### config.mk
export PLATFORM = sky130hd
export DESIGN_NAME = key_event_decoder
export DESIGN_NICKNAME = d
export VERILOG_FILES = /design/src/rtl/key_event_decoder_pkg.sv /design/src/rtl/key_event_decoder.sv
export SDC_FILE = /design/constraint.sdc
export NUM_CORES = 1
export LEC_CHECK = 0
export CORE_MARGIN = 2
export CORE_UTILIZATION = 55
export CTS_CLUSTER_SIZE = 25
export DETAILED_ROUTE_END_ITERATION = 10
export GPL_ROUTABILITY_DRIVEN = 0
export PLACE_DENSITY_LB_ADDON = 0.3
export SYNTH_ARGS = -nofsm -noshare
export SYNTH_HDL_FRONTEND = slang
export SYNTH_SLANG_ARGS = --single-unit
### constraint.sdc
create_clock -name clk -period 3.2 [get_ports clk]
set_input_delay 0.96 -clock clk [delete_from_list [all_inputs] [get_ports clk]]
set_output_delay 0.96 -clock clk [all_outputs]
set_load 0.05 [all_outputs]
### src/rtl/key_event_decoder_pkg.sv
// ============================================================================
// Module : key_event_decoder_pkg
// Brief  : State encoding, default timing constants and state-class helpers
//          shared by the key event decoder.
// Rev    : 1.0  initial release
// ============================================================================
`default_nettype none

package key_event_decoder_pkg;

    // One-hot state encoding; any other pattern is treated as illegal.
    typedef enum logic [4:0] {
        ST_IDLE      = 5'b00001,
        ST_PRESS1    = 5'b00010,
        ST_LONG_HOLD = 5'b00100,
        ST_WAIT_2ND  = 5'b01000,
        ST_PRESS2    = 5'b10000
    } state_e;

    // Default timing (50 MHz system clock).
    localparam int DEF_CNT_W       = 26;
    localparam int DEF_LONG_TIME   = 50_000_000;
    localparam int DEF_DCLICK_GAP  = 15_000_000;
    localparam int DEF_REPEAT_TIME = 10_000_000;

    // States in which the key is considered held down.
    function automatic logic is_held(input state_e s);
        return (s == ST_PRESS1) || (s == ST_LONG_HOLD) || (s == ST_PRESS2);
    endfunction

    // States in which the interval counter advances.
    function automatic logic is_timed(input state_e s);
        return (s == ST_PRESS1) || (s == ST_LONG_HOLD) || (s == ST_WAIT_2ND);
    endfunction

endpackage

`default_nettype wire

### src/rtl/key_event_decoder.sv
// ============================================================================
// Module : key_event_decoder
// Brief  : Turns a debounced active-low key level into one-cycle event pulses:
//          short press, double click, long press and auto-repeat.
// Ports  : clk, rst (sync, active-high)
//          key_vld       - debounced key level, 0 = pressed
//          short_press   - pulse, single click completed
//          double_click  - pulse, second click released
//          long_press    - pulse, hold reached LONG_TIME
//          repeat_pulse  - pulse every REPEAT_TIME during long hold
//          key_held      - level, key is down (PRESS1/LONG_HOLD/PRESS2)
// Rev    : 1.0  initial release
// ============================================================================
`default_nettype none

module key_event_decoder
    import key_event_decoder_pkg::*;
#(
    parameter int CNT_W       = DEF_CNT_W,
    parameter int LONG_TIME   = DEF_LONG_TIME,
    parameter int DCLICK_GAP  = DEF_DCLICK_GAP,
    parameter int REPEAT_TIME = DEF_REPEAT_TIME,
    parameter bit DCLICK_EN   = 1'b1
) (
    input  logic clk,
    input  logic rst,
    input  logic key_vld,
    output logic short_press,
    output logic double_click,
    output logic long_press,
    output logic repeat_pulse,
    output logic key_held
);

    localparam logic [CNT_W-1:0] LONG_LAST   = CNT_W'(LONG_TIME - 1);
    localparam logic [CNT_W-1:0] GAP_LAST    = CNT_W'(DCLICK_GAP - 1);
    localparam logic [CNT_W-1:0] REPEAT_LAST = CNT_W'(REPEAT_TIME - 1);

    state_e           state_q, state_d;
    logic [CNT_W-1:0] cnt_q, cnt_d;
    logic             key_dly_q;        // previous key_vld sample
    logic             short_q, short_d;
    logic             dclick_q, dclick_d;
    logic             long_q, long_d;
    logic             repeat_q, repeat_d;
    logic             held_q, held_d;
    logic             cnt_clr;

    // Reset clears key_dly_q to 0 (pressed), so a key held through reset
    // produces no press edge until it has been released once.
    logic press_edge, release_edge;
    assign press_edge   =  key_dly_q & ~key_vld;
    assign release_edge = ~key_dly_q &  key_vld;

    always_comb begin
        state_d  = state_q;
        cnt_clr  = 1'b0;
        short_d  = 1'b0;
        dclick_d = 1'b0;
        long_d   = 1'b0;
        repeat_d = 1'b0;
        case (state_q)
            ST_IDLE: begin
                if (press_edge) state_d = ST_PRESS1;
            end
            ST_PRESS1: begin
                // Release is checked first so it beats a coincident long timeout.
                if (release_edge) begin
                    if (DCLICK_EN) begin
                        state_d = ST_WAIT_2ND;
                    end else begin
                        state_d = ST_IDLE;
                        short_d = 1'b1;
                    end
                end else if (cnt_q == LONG_LAST) begin
                    state_d = ST_LONG_HOLD;
                    long_d  = 1'b1;
                end
            end
            ST_LONG_HOLD: begin
                if (release_edge) begin
                    state_d = ST_IDLE;
                end else if (cnt_q == REPEAT_LAST) begin
                    repeat_d = 1'b1;
                    cnt_clr  = 1'b1;
                end
            end
            ST_WAIT_2ND: begin
                // A second press beats a coincident gap timeout.
                if (press_edge) begin
                    state_d = ST_PRESS2;
                end else if (cnt_q == GAP_LAST) begin
                    state_d = ST_IDLE;
                    short_d = 1'b1;
                end
            end
            ST_PRESS2: begin
                if (release_edge) begin
                    state_d  = ST_IDLE;
                    dclick_d = 1'b1;
                end
            end
            default: begin
                state_d = ST_IDLE;
            end
        endcase

        held_d = is_held(state_d);

        // Counter restarts on any state change and saturates instead of wrapping.
        if ((state_d != state_q) || cnt_clr) begin
            cnt_d = '0;
        end else if (is_timed(state_q) && (cnt_q != '1)) begin
            cnt_d = cnt_q + 1'b1;
        end else begin
            cnt_d = cnt_q;
        end
    end

    always_ff @(posedge clk) begin
        if (rst) begin
            state_q   <= ST_IDLE;
            cnt_q     <= '0;
            key_dly_q <= 1'b0;
            short_q   <= 1'b0;
            dclick_q  <= 1'b0;
            long_q    <= 1'b0;
            repeat_q  <= 1'b0;
            held_q    <= 1'b0;
        end else begin
            state_q   <= state_d;
            cnt_q     <= cnt_d;
            key_dly_q <= key_vld;
            short_q   <= short_d;
            dclick_q  <= dclick_d;
            long_q    <= long_d;
            repeat_q  <= repeat_d;
            held_q    <= held_d;
        end
    end

    assign short_press  = short_q;
    assign double_click = dclick_q;
    assign long_press   = long_q;
    assign repeat_pulse = repeat_q;
    assign key_held     = held_q;

endmodule

`default_nettype wire

# After elaboration in Yosys (flattened, before gate mapping)
# Cells that the tools add are included.
word_totals:
  ff_bits: 37
  latch_bits: 0
  mem_bits_rw: 0
  mem_bits_ro: 0
  in_bits: 3
  out_inout_bits: 5
  memories: 0
op_classes:
  n_addsub: 1
  n_mul: 0
  div: 0
  n_lt_le_gt_ge: 0
  eq_ne: 13
  shifts: 0
  mux: 13
  bitwise: 7
  n_reduce_logical: 11
ops:
  columns: ["cell", "count"]
  rows:
  - ["26-bit by 24-bit equality test with 1-bit output (second input constant)", 2]
  - ["5-bit 2-to-1 mux", 6]
  - ["26-bit by 1-bit adder with 26-bit output (second input constant)", 1]
  - ["26-bit equality test (second input constant)", 1]
  - ["26-bit != test (second input constant)", 1]
  - ["5-bit case mux with 4 select lines", 1]
  - ["5-bit by 2-bit equality test with 1-bit output (second input constant)", 2]
  - ["5-bit by 3-bit equality test with 1-bit output (second input constant)", 2]
  - ["5-bit equality test (second input constant)", 2]
  - ["1-bit 2-to-1 mux", 6]
  - ["2-bit OR reduction", 3]
  - ["3-bit OR reduction", 2]
  - ["5-bit by 1-bit equality test with 1-bit output (second input constant)", 1]
  - ["5-bit by 4-bit equality test with 1-bit output (second input constant)", 1]
  - ["1-bit logical OR", 5]
  - ["5-bit != test", 1]
  - ["1-bit NOT", 5]
  - ["1-bit AND", 2]
  - ["1-bit logical AND", 1]

# Logic depth before layout (Yosys ltp)
depth:
  word_depth: 7
  mapped_depth: 9

# Worst setup path before layout
# Ideal clock, no wire load.
synth_timing:
  path_type: "input to register"
  startpoint: "input key_vld"
  endpoint: "register cnt_q[1]"
  setup_time_ps: 73
  arrival_ps: 2484
  path_slack_ps: 643
  cell_stages: 8
  n_path_buf: 2
  cell_sequence: "nand2b_1 -> clkbuf_1 -> nand2_1 -> or3_1 -> o21ai_0 -> nand4_4 -> buf_6 -> nor3_4"
synth_via:
  elab_chain_cells: 7
synth_lines:
  columns: ["element", "line", "source"]
  rows:
  - ["start, declared", "key_event_decoder.sv:27", "input logic key_vld,"]
  - ["1-bit NOT", "key_event_decoder.sv:52", "assign press_edge = key_dly_q & ~key_vld;"]
  - ["1-bit AND", "key_event_decoder.sv:52", null]
  - ["5-bit 2-to-1 mux, on equally long branches", "key_event_decoder.sv:90, key_event_decoder.sv:64", null]
  - ["5-bit case mux with 4 select lines", "key_event_decoder.sv:62", "case (state_q)"]
  - ["5-bit != test", "key_event_decoder.sv:111", "if ((state_d != state_q) || cnt_clr) begin"]
  - ["1-bit logical OR *", "key_event_decoder.sv:111", null]
  - ["2-bit OR reduction (no line) *", null, null]
  - ["end signal, assigned", "key_event_decoder.sv:132", "cnt_q <= cnt_d;"]
  - ["end, declared", "key_event_decoder.sv:40", "logic [CNT_W-1:0] cnt_q, cnt_d;"]
# Mark *: on every way between the ends. The rest lies on a longest branch, timed or not.
# A chain may end at the register's enable or synchronous reset.

# Final worst setup path
layout_timing:
  startpoint: "input key_vld"
  endpoint: "register cnt_q[11]"
# The elaborated chain is that of the path after synthesis.

==> metrics.cfg <==
[global_route]
grt_max_degree = 27
grt_usage = 0.224
gr-total-overflow = 0
grt_pass1_vias = 1631
antenna_found_initial = 0
grt_pass1_wl_um = 7540

[pwr]
switching_share = 0.305
pwr-share-clk = 0.347
report.power.total_mw = 1.20
p_sw_mw = 0.366
p_per_area_nw_per_um2 = 500
pwr-share-comb = 0.233
p_seq_frac = 0.420
ir_worst_vdd_mv = 0.344
leakage_nw = 0.761
internal_power_mw = 0.834

[worst_setup_path]
rr_startpoint = cnt_q[16]$_SDFFE_PP0P_
crit_arrival_ps = 3080
worst-path-max-fanout = 26
path_cells = clkdlybuf4s50_1 > nor2b_1 > nor4_1 > or4b_4 > o21ai_0 > nor2b_2 > buf_12 > nor3_1
rr_endpoint = cnt_q[11]$_SDFFE_PP0P_
cpPeakStageDelay_ps = 540
crit_type = input pin to flip-flop
required_ps = 3380
crit_path_end_kind = flip-flop
r2r_slack_ps = 520
slowest_stage = or4b_4
crit_path_start_kind = input pin
worstRegToRegCells = 7

[detailed_routing]
vias = 1741
drc = 0
drt-vias-per-instance = 5.80
avgRoutedWirePerCell_um = 14.3
first_pass_iters = 4
wl_um = 4280
ant_nets = 0
drt_iter0_drc = 221

[sta]
period_minus_slack_ps = 2900
period_share = 0.905
setup_viol = 0
drv_slew = 0
slew-limit-headroom = 0.275
rsz0062_at_grt = no
fin_worst_skew_ps = 5.60
tightest_slew_ps = 1080
clock.fmax_mhz = 345
setup_tns_ps = 0
hold_violations = 0

[yosys]
syn_inst = 241
syn_avg_cell_area_um2 = 8.86
yosysSeqAreaShare = 0.347
syn_nets = 245
syn-cell-area_um2 = 2140
synth_edf_count = 0
synth_cell_types = 46
ys.flop_type = dfxtp_1
yosys_warnings = 0
async_flop_share = 0
ys_seq_elements = 37

[final_layout]
drive_above_1_share = 0.202
nets = 255
antenna_cells = 0
area_growth_pct = 12.3

[clocking]
cts_tree = done
clk_pin_slew_ps = 70
post_cts_resize_count = 0
clock_path_buffers = 2
post-cts-setup-buffer-count = 0
clockRootBuffer = clkbuf_8
insertion_delay_ps = 290
cts_buffers = 5
htreeDepth = 2
cts_sinks = 37
cts_hold_buf = 0

[min_path]
hold_path.class = flip-flop to flip-flop
hp-start = key_dly_q$_SDFF_PP0_
holdPathEnd = state_q[4]$_SDFF_PP0_
hold_depth = 2

[outcome]
status = finished, final reports clean

[floorplan]
num_rows = 22
die_h_um = 66.3
die_w_um = 66.3
design.die.area_um2 = 4400
core-area_um2 = 3690
start_util = 0.579
io_pins = 8

[place]
port_buffers = 7
dp_hpwl_um = 3010

[run]
drv_cap = 0

[sequential cells by signal, indices dropped and copies added, names as in the netlist]
name          count
cnt_q            26
short_press       1
long_press        1
repeat_pulse      1
double_click      1
key_dly_q         1
state_q           5
key_held          1
[cells in the final DEF, fill, tap and decap left out, types with 2 or more instances in the layout]
master            n
nor3_2           19
nand2b_1          4
and3_1            3
xnor2_1          11
nor2_1           16
or2_2             5
clkdlybuf4s50_1   7
nor3b_1           2
dfxtp_1          37
or4b_4            2
inv_1             4
nor4b_1           3
buf_4             8
nand2_1           8
o31ai_1           2
xor2_1           13
o21ai_0           7
nand3_1          17
nor3_1           18
clkbuf_8          6
nand4_1          12
nor2b_1           5
mux2i_1           2
nor4_1            9
a21oi_1           5
or3_1             2
buf_12            2
[routing by layer]
layer / vias to the layer above / part of all wire / global-route usage
met2: 40 / 0.48 / 0.365
met1: 797 / 0.47 / 0.289
met5: - / 0 / 0
met4: 0 / 0.011 / 0.0842
met3: 4 / 0.042 / 0.0460
li1: 900 / - / -
[power by group through the flow]
| stage | registers [mW] | logic, mW | clock network, mW |
|---|---|---|---|
| global route | 0.507 | 0.305 | 0.443 |
| CTS | 0.502 | 0.283 | 0.427 |
| floorplan | 0.505 | 0.224 | 0 |
| detailed placement | 0.513 | 0.281 | 0 |
| global placement | 0.513 | 0.280 | 0 |
| finish | 0.503 | 0.280 | 0.416 |
[worst max-delay path: cells and delay by family]
kind / cells / cell delay, ps
AO/OA/AOI/OAI: 1 / 110
buffers and inverters: 2 / 700
AND/OR/NAND/NOR: 5 / 1290
[layout make-up]
| cell class | instances | area [µm²] |
|---|---|---|
| Multi-Input combinational cell | 186 | 1300 |
| Fill cell | 321 | 1290 |
| Sequential cell | 37 | 741 |
| Timing Repair Buffer | 17 | 170 |
| Clock buffer | 7 | 86.3 |
| Tap cell | 48 | 60.1 |
| Clock inverter | 1 | 30.0 |
| Inverter | 4 | 15.0 |
[cell families (layout without fill, tap and decap cells)]
group	count (synthesis)	in the layout	synth area share
flip-flops	37	37	0.347
XOR/XNOR	24	24	0.0984
buffers and inverters	18	29	0.0474
multiplexers	3	3	0.0146
AO/OA/AOI/OAI	23	23	0.0738
AND/OR/NAND/NOR	135	135	0.413
adder cells (fa/ha/maj)	1	1	0.00586
[cells in the mapped netlist (all sizes together), types with 2 or more instances]
master,number,area (µm²)
nor3,38,297
dfxtp,37,741
nand3,17,85.1
nor2,16,60.1
nand4,13,96.3
xor2,13,114
xnor2,11,96.3
clkbuf,9,33.8
nor4,9,56.3
nand2,8,30.0
o21ai,7,35.0
nor2b,6,37.5
a21oi,5,25.0
buf,5,52.6
or2,5,31.3
and3,4,26.3
inv,4,15.0
nand2b,4,25.0
nor4b,3,26.3
mux2i,2,20.0
nor3b,2,15.0
o31ai,2,15.0
or3,2,12.5
or4b,2,27.5
[metrics by stage]
step / instance area, µm² / util / instances / setup slack (ps) / hold WS (ps)
after floorplan: 2140 / - / 241 / 643 / 460
after global placement: 2280 / 0.619 / 292 / 110 / 486
after detailed placement: 2280 / 0.619 / 292 / 21.6 / 490
after CTS: 2400 / 0.650 / 300 / 333 / 507
after global routing: 2400 / 0.650 / 300 / 158 / 552
final: 2400 / 0.650 / 300 / 303 / 507
[worst max path at each step]
stage               cells past startpoint  slack (ps)                      to    start
floorplan                               8         640   cnt_q[1]$_SDFFE_PP0P_  key_vld
global placement                        8         110  cnt_q[11]$_SDFFE_PP0P_  key_vld
detailed placement                      8          20   cnt_q[9]$_SDFFE_PP0P_  key_vld
CTS                                     8         330   cnt_q[9]$_SDFFE_PP0P_  key_vld
global route                            9         160   cnt_q[9]$_SDFFE_PP0P_  key_vld
finish                                  8         300  cnt_q[11]$_SDFFE_PP0P_  key_vld
Power figures use the tool's default switching activity.
==> edit 1 (same flow settings) <==
The package constant `DEF_CNT_W` goes from 26 to 13.
--- a/src/rtl/key_event_decoder_pkg.sv
+++ b/src/rtl/key_event_decoder_pkg.sv
@@ -20,3 +20,3 @@
     // Default timing (50 MHz system clock).
-    localparam int DEF_CNT_W       = 26;
+    localparam int DEF_CNT_W       = 13;
     localparam int DEF_LONG_TIME   = 50_000_000;
Check against the original RTL: same outputs for any inputs over 10 cycles, from zero or initial values and one cycle with rst high; that may be too few to reach the edited logic, so the function may still have changed.
==> edit 1 against the original RTL <==
Worst hold slack better by 52 ps; total power shrank 47%; final cell count shrank 32%; area after synthesis decreased by 29%; final area shrank 32%; global-route usage fell by 0.95 points; wire length is 26% lower; combinational power shrank 64%; sequential cell count fell by 13; sequential share of layout area fell by 1.5 points; setup slack improved by 310 ps; synthesized cell count fell by 29%.
==> edit 1: results (changes against the original RTL) <==
Run status
  – Outcome: complete, no violations (unchanged)

Final layout
  – Top Registers: cnt_q x13, state_q x5 (was cnt_q x26, state_q x5)
  – Nets@finish: 179 (was 255)
  – Fraction of layout cells with a size suffix above 1: 17.2% (was 20.2%)

Synth
  – Synthesized Nets: 175 (was 245)
  – Post-synth top cells: dfxtp_1 (24), nor3_1 (13), nor3_2 (12) (was dfxtp_1 (37), nor3_2 (19), nor3_1 (18))
  – Post-synthesis xor/xnor area fraction: 7.41% (was 9.84%)
  – Complex-gate fraction of the synthesized area: 13.4% (was 7.38%)
  – Adder-cell share of the synthesized area: 0.824% (was 0.586%)

Global route
  – First-pass GRT wire length: 5530 um (was 7540 um)
  – Maximum number of pins on one net before global-route repair: 17 (was 27)
  – Met1 global-route usage: 26.7% (was 28.9%)
  – Met2 Use GR: 37.5% (was 36.5%)

Worst setup path
  – Slowest cell on crit path: clkdlybuf4s50_1 (was or4b_4)
  – Largest incremental delay on the critical path: 470 ps (was 540 ps)
  – CP Max Fanout: 13 (was 26)
  – Top delay family on crit path: compound AO/OA/AOI/OAI gates (was simple AND/OR/NAND/NOR gates)
  – Arr. time, crit path: 2820 ps (was 3080 ps)

Clock tree
  – CTS clk-pin slew, worst paths: 130 ps (was 70 ps)
  – Cts bufs inserted: 3 (was 5)
  – Skew-Pair Late Insertion Delay: 310 ps (was 290 ps)

Detailed routing
  – Met2 WL: 1660 um (was 2040 um)
  – Met3 wire len: 155 um (was 179 um)
  – Post-DR wirelength/cell: 15.5 um (was 14.3 um)
  – DRT met1 WL: 1320 um (was 2010 um)
  – Vias: 1343 (was 1741)

Timing
  – Clk_skew: 1.66 ps (was 5.60 ps)

Power and ir drop
  – Lkg Pwr: 0.488 nW (was 0.761 nW)
  – Peak VDD IR: 0.000279 V (was 0.000344 V)
edit 1: path summary, 6_finish.rpt:
| kind | slack (ps) | depth (start not counted) | endpoint | from |
|---|---|---|---|---|
| worst min register to register | 560 | 2 | cnt_q[12]$_SDFFE_PP0P_ | cnt_q[12]$_SDFFE_PP0P_ |
| worst max-delay path | 620 | 6 | cnt_q[12]$_SDFFE_PP0P_ | key_vld |
| worst min-delay path | 560 | 2 | cnt_q[12]$_SDFFE_PP0P_ | cnt_q[12]$_SDFFE_PP0P_ |
| worst max register to register | 950 | 6 | cnt_q[12]$_SDFFE_PP0P_ | cnt_q[0]$_SDFFE_PP0P_ |
edit 1: power groups by stage:
stage | Combinational [mW] | Sequential [mW] | Clock (mW)
final | 0.101 | 0.316 | 0.216
after global routing | 0.109 | 0.318 | 0.232
after CTS | 0.101 | 0.316 | 0.221
after detailed placement | 0.100 | 0.322 | 0
after global placement | 0.0987 | 0.322 | 0
after floorplan | 0.0842 | 0.322 | 0
edit 1: cell type report:
type,count,area [um2],area share (%)
multi-input combinational,134,968,59.3
timing repair buffer,8,77.6,4.75
tap,31,38.8,2.38
inverter,4,15.0,0.920
clock buffer,3,22.5,1.38
clock inverter,1,30.0,1.84
sequential,24,480,29.4
edit 1: metrics by stage:
| step | utilization [%] | instances | setup slack [ps] | hold slack (ps) |
|---|---|---|---|---|
| 6_report | 60.8 | 205 | 615 | 559 |
| 5_1_grt | 60.8 | 205 | 495 | 606 |
| 4_1_cts | 60.8 | 205 | 617 | 561 |
| 3_5_place_dp | 58.8 | 201 | 286 | 540 |
| 3_3_place_gp | 58.8 | 201 | 354 | 524 |
| 2_1_floorplan | - | 171 | 1240 | 494 |
==> edit 2 (same flow settings) <==
Made on the original files. Register the output `double_click` once more; this adds one clock of latency there. The other outputs are not delayed to match.
--- a/src/rtl/key_event_decoder.sv
+++ b/src/rtl/key_event_decoder.sv
@@ -142,3 +142,5 @@
     assign short_press  = short_q;
-    assign double_click = dclick_q;
+    always_ff @(posedge clk) begin
+        double_click <= dclick_q;
+    end
     assign long_press   = long_q;
Formal check against the unedited RTL: not equivalent (Yosys sat finds a counterexample within 10 cycles, from zero or initial values and one cycle with rst high).
==> edit 2 against the original RTL <==
Sequential cell count grew 1; total power shrank 0.98%; global-route usage shrank 0.17 points; non-clock buffer count grew 1; wire length grew 3.7%; via count grew 4.1%; utilization grew 0.091 points; area after synthesis grew 0.94%; worst hold slack lost 170 ps; final area grew 0.89%; sequential power grew 2%; setup slack gained 17 ps; final cell count grew 0.67%; critical path type unchanged.
==> edit 2: results (changes against the original RTL) <==
Run status
  – Outcome: complete, no violations (unchanged)

Timing
  – Minimum clock period: 2880 ps (was 2900 ps)
  – Clk_skew: 8.67 ps (was 5.60 ps)
  – Tightest Pin Transition: 516 ps (was 1080 ps)

Placement
  – Pre-CTS WS: 50.8 ps (was 21.6 ps)
  – Post-DP HPWL: 3030 um (was 3010 um)
  – Dpl cells: 294 (was 292)
  – Placement Cell Area: 2310 um2 (was 2280 um2)

Worst setup path
  – Arr. time, crit path: 3070 ps (was 3080 ps)
  – Crit Reg-Reg Endpoint: cnt_q[11]$_SDFFE_PP0P_ (unchanged)
  – R2R depth: 7 (unchanged)
  – CP Max Fanout: 26 (unchanged)

Min path
  – HP Start: dclick_q$_SDFF_PP0_ (was key_dly_q$_SDFF_PP0_)
  – Worst Hold End: double_click$_DFF_P_ (was state_q[4]$_SDFF_PP0_)
  – Hold Path Cell Cnt: 0 (was 2)
  – Hold/Removal Path Class: flip-flop to flip-flop (unchanged)

Clock tree
  – Skew-Pair Late Insertion Delay: 300 ps
  – Resized cells post-CTS: 0 (unchanged)
  – Max clock buf depth: 2 (unchanged)

Synth
  – Synthesized Nets: 246 (was 245)
  – Cells after Synth: 242 (was 241)
  – YS warnings: 0 (unchanged)
  – Post-synthesis sequential area ratio: 35.3% (was 34.7%)
  – Synth area leaders: dfxtp_1 (35%), nor3_2 (8.8%), xor2_1 (5.3%) (was dfxtp_1 (35%), nor3_2 (8.9%), xor2_1 (5.3%))
  – Asr flop ratio synth: 0% (unchanged)
  – Post-synth top cells: dfxtp_1 (38), nor3_2 (19), nor3_1 (18) (was dfxtp_1 (37), nor3_2 (19), nor3_1 (18))
  – Main synth FF type: dfxtp_1 (unchanged)

Detailed routing
  – Post-DR wirelength/cell: 14.7 um (was 14.3 um)
  – Routed vias/inst: 6.00 (was 5.80)
  – Initial DRT Pass Iterations: 4 (unchanged)
  – Violation count after the first detailed-route iteration: 186 (was 221)

Power and ir drop
  – Peak VDD IR: 0.000237 V (was 0.000344 V)
  – Lkg Pwr: 0.772 nW (was 0.761 nW)

Final layout
  – Fin cells: 302 (was 300)
  – Nets@finish: 257 (was 255)
  – Fraction of layout cells with a size suffix above 1: 20.9% (was 20.2%)

Global route
  – Gr usage total: 22.2% (was 22.4%)
  – Vias in the first global route: 1644 (was 1631)
  – First-pass GRT wire length: 7420 um (was 7540 um)
  – Initial antenna violation count: 0 (unchanged)
-- edit 2: cell types whose count changed in the layout (fill, tap and decap cells not counted) --
| cell | delta |
|---|---|
| buf_4 | +1 |
| bufinv_16 | -1 |
| dfxtp_1 | +1 |
| clkbuf_1 | -1 |
| clkbuf_8 | +2 |
-- edit 2: worst max-delay path, cell delays in order --
cell,delay [ps]
clkdlybuf4s50_1,480
nor2b_1,70
nor4_1,380
or4b_4,530
o21ai_0,110
nor2b_2,220
buf_12,210
nor3_1,80
-- edit 2: cell families after synthesis --
| family | count (synthesis) | synth area share [%] |
|---|---|---|
| xor+xnor | 24 | 9.75 |
| mux | 3 | 1.45 |
| buf+inv | 18 | 4.70 |
| fa+ha+maj | 1 | 0.580 |
| compound gates | 23 | 7.31 |
| simple gates | 135 | 40.9 |
| flops | 38 | 35.3 |
-- edit 2: metrics by stage --
step | hold slack, ps | power [mW]
CTS | 338 | 1.19
finish | 335 | 1.19
floorplan | 310 | 0.741
global placement | 311 | 0.806
detailed placement | 320 | 0.805
global route | 343 | 1.24
-- edit 2: area by class of cell --
cell class	count	area, um2
well taps	48	60.1
fillers	330	1300
inverters	4	15.0
multi-input cells	186	1300
flip-flops and latches	38	761
repair buffers	18	178
clock buffers	8	110
-- edit 2: power breakdown --
group          internal, mW  total (mW)  switching [mW]  leakage [nW]
clock network         0.218       0.390           0.173        0.0575
logic                 0.107       0.283           0.176         0.408
registers             0.486       0.515          0.0285         0.307
-- edit 2: worst max-delay path by stage --
stage / cells past startpoint / end / from
floorplan: 8 / cnt_q[1]$_SDFFE_PP0P_ / key_vld
global placement: 8 / cnt_q[11]$_SDFFE_PP0P_ / key_vld
detailed placement: 8 / cnt_q[14]$_SDFFE_PP0P_ / key_vld
CTS: 8 / cnt_q[14]$_SDFFE_PP0P_ / key_vld
global route: 8 / cnt_q[11]$_SDFFE_PP0P_ / key_vld
finish: 8 / cnt_q[11]$_SDFFE_PP0P_ / key_vld
-- edit 2: metal layers --
| metal | wire length, um | track usage (%) |
|---|---|---|
| met3 | 173 | 5.07 |
| met5 | 0 | 0 |
| met4 | 117 | 11.5 |
| met1 | 2040 | 28.4 |
| met2 | 2110 | 34.8 |
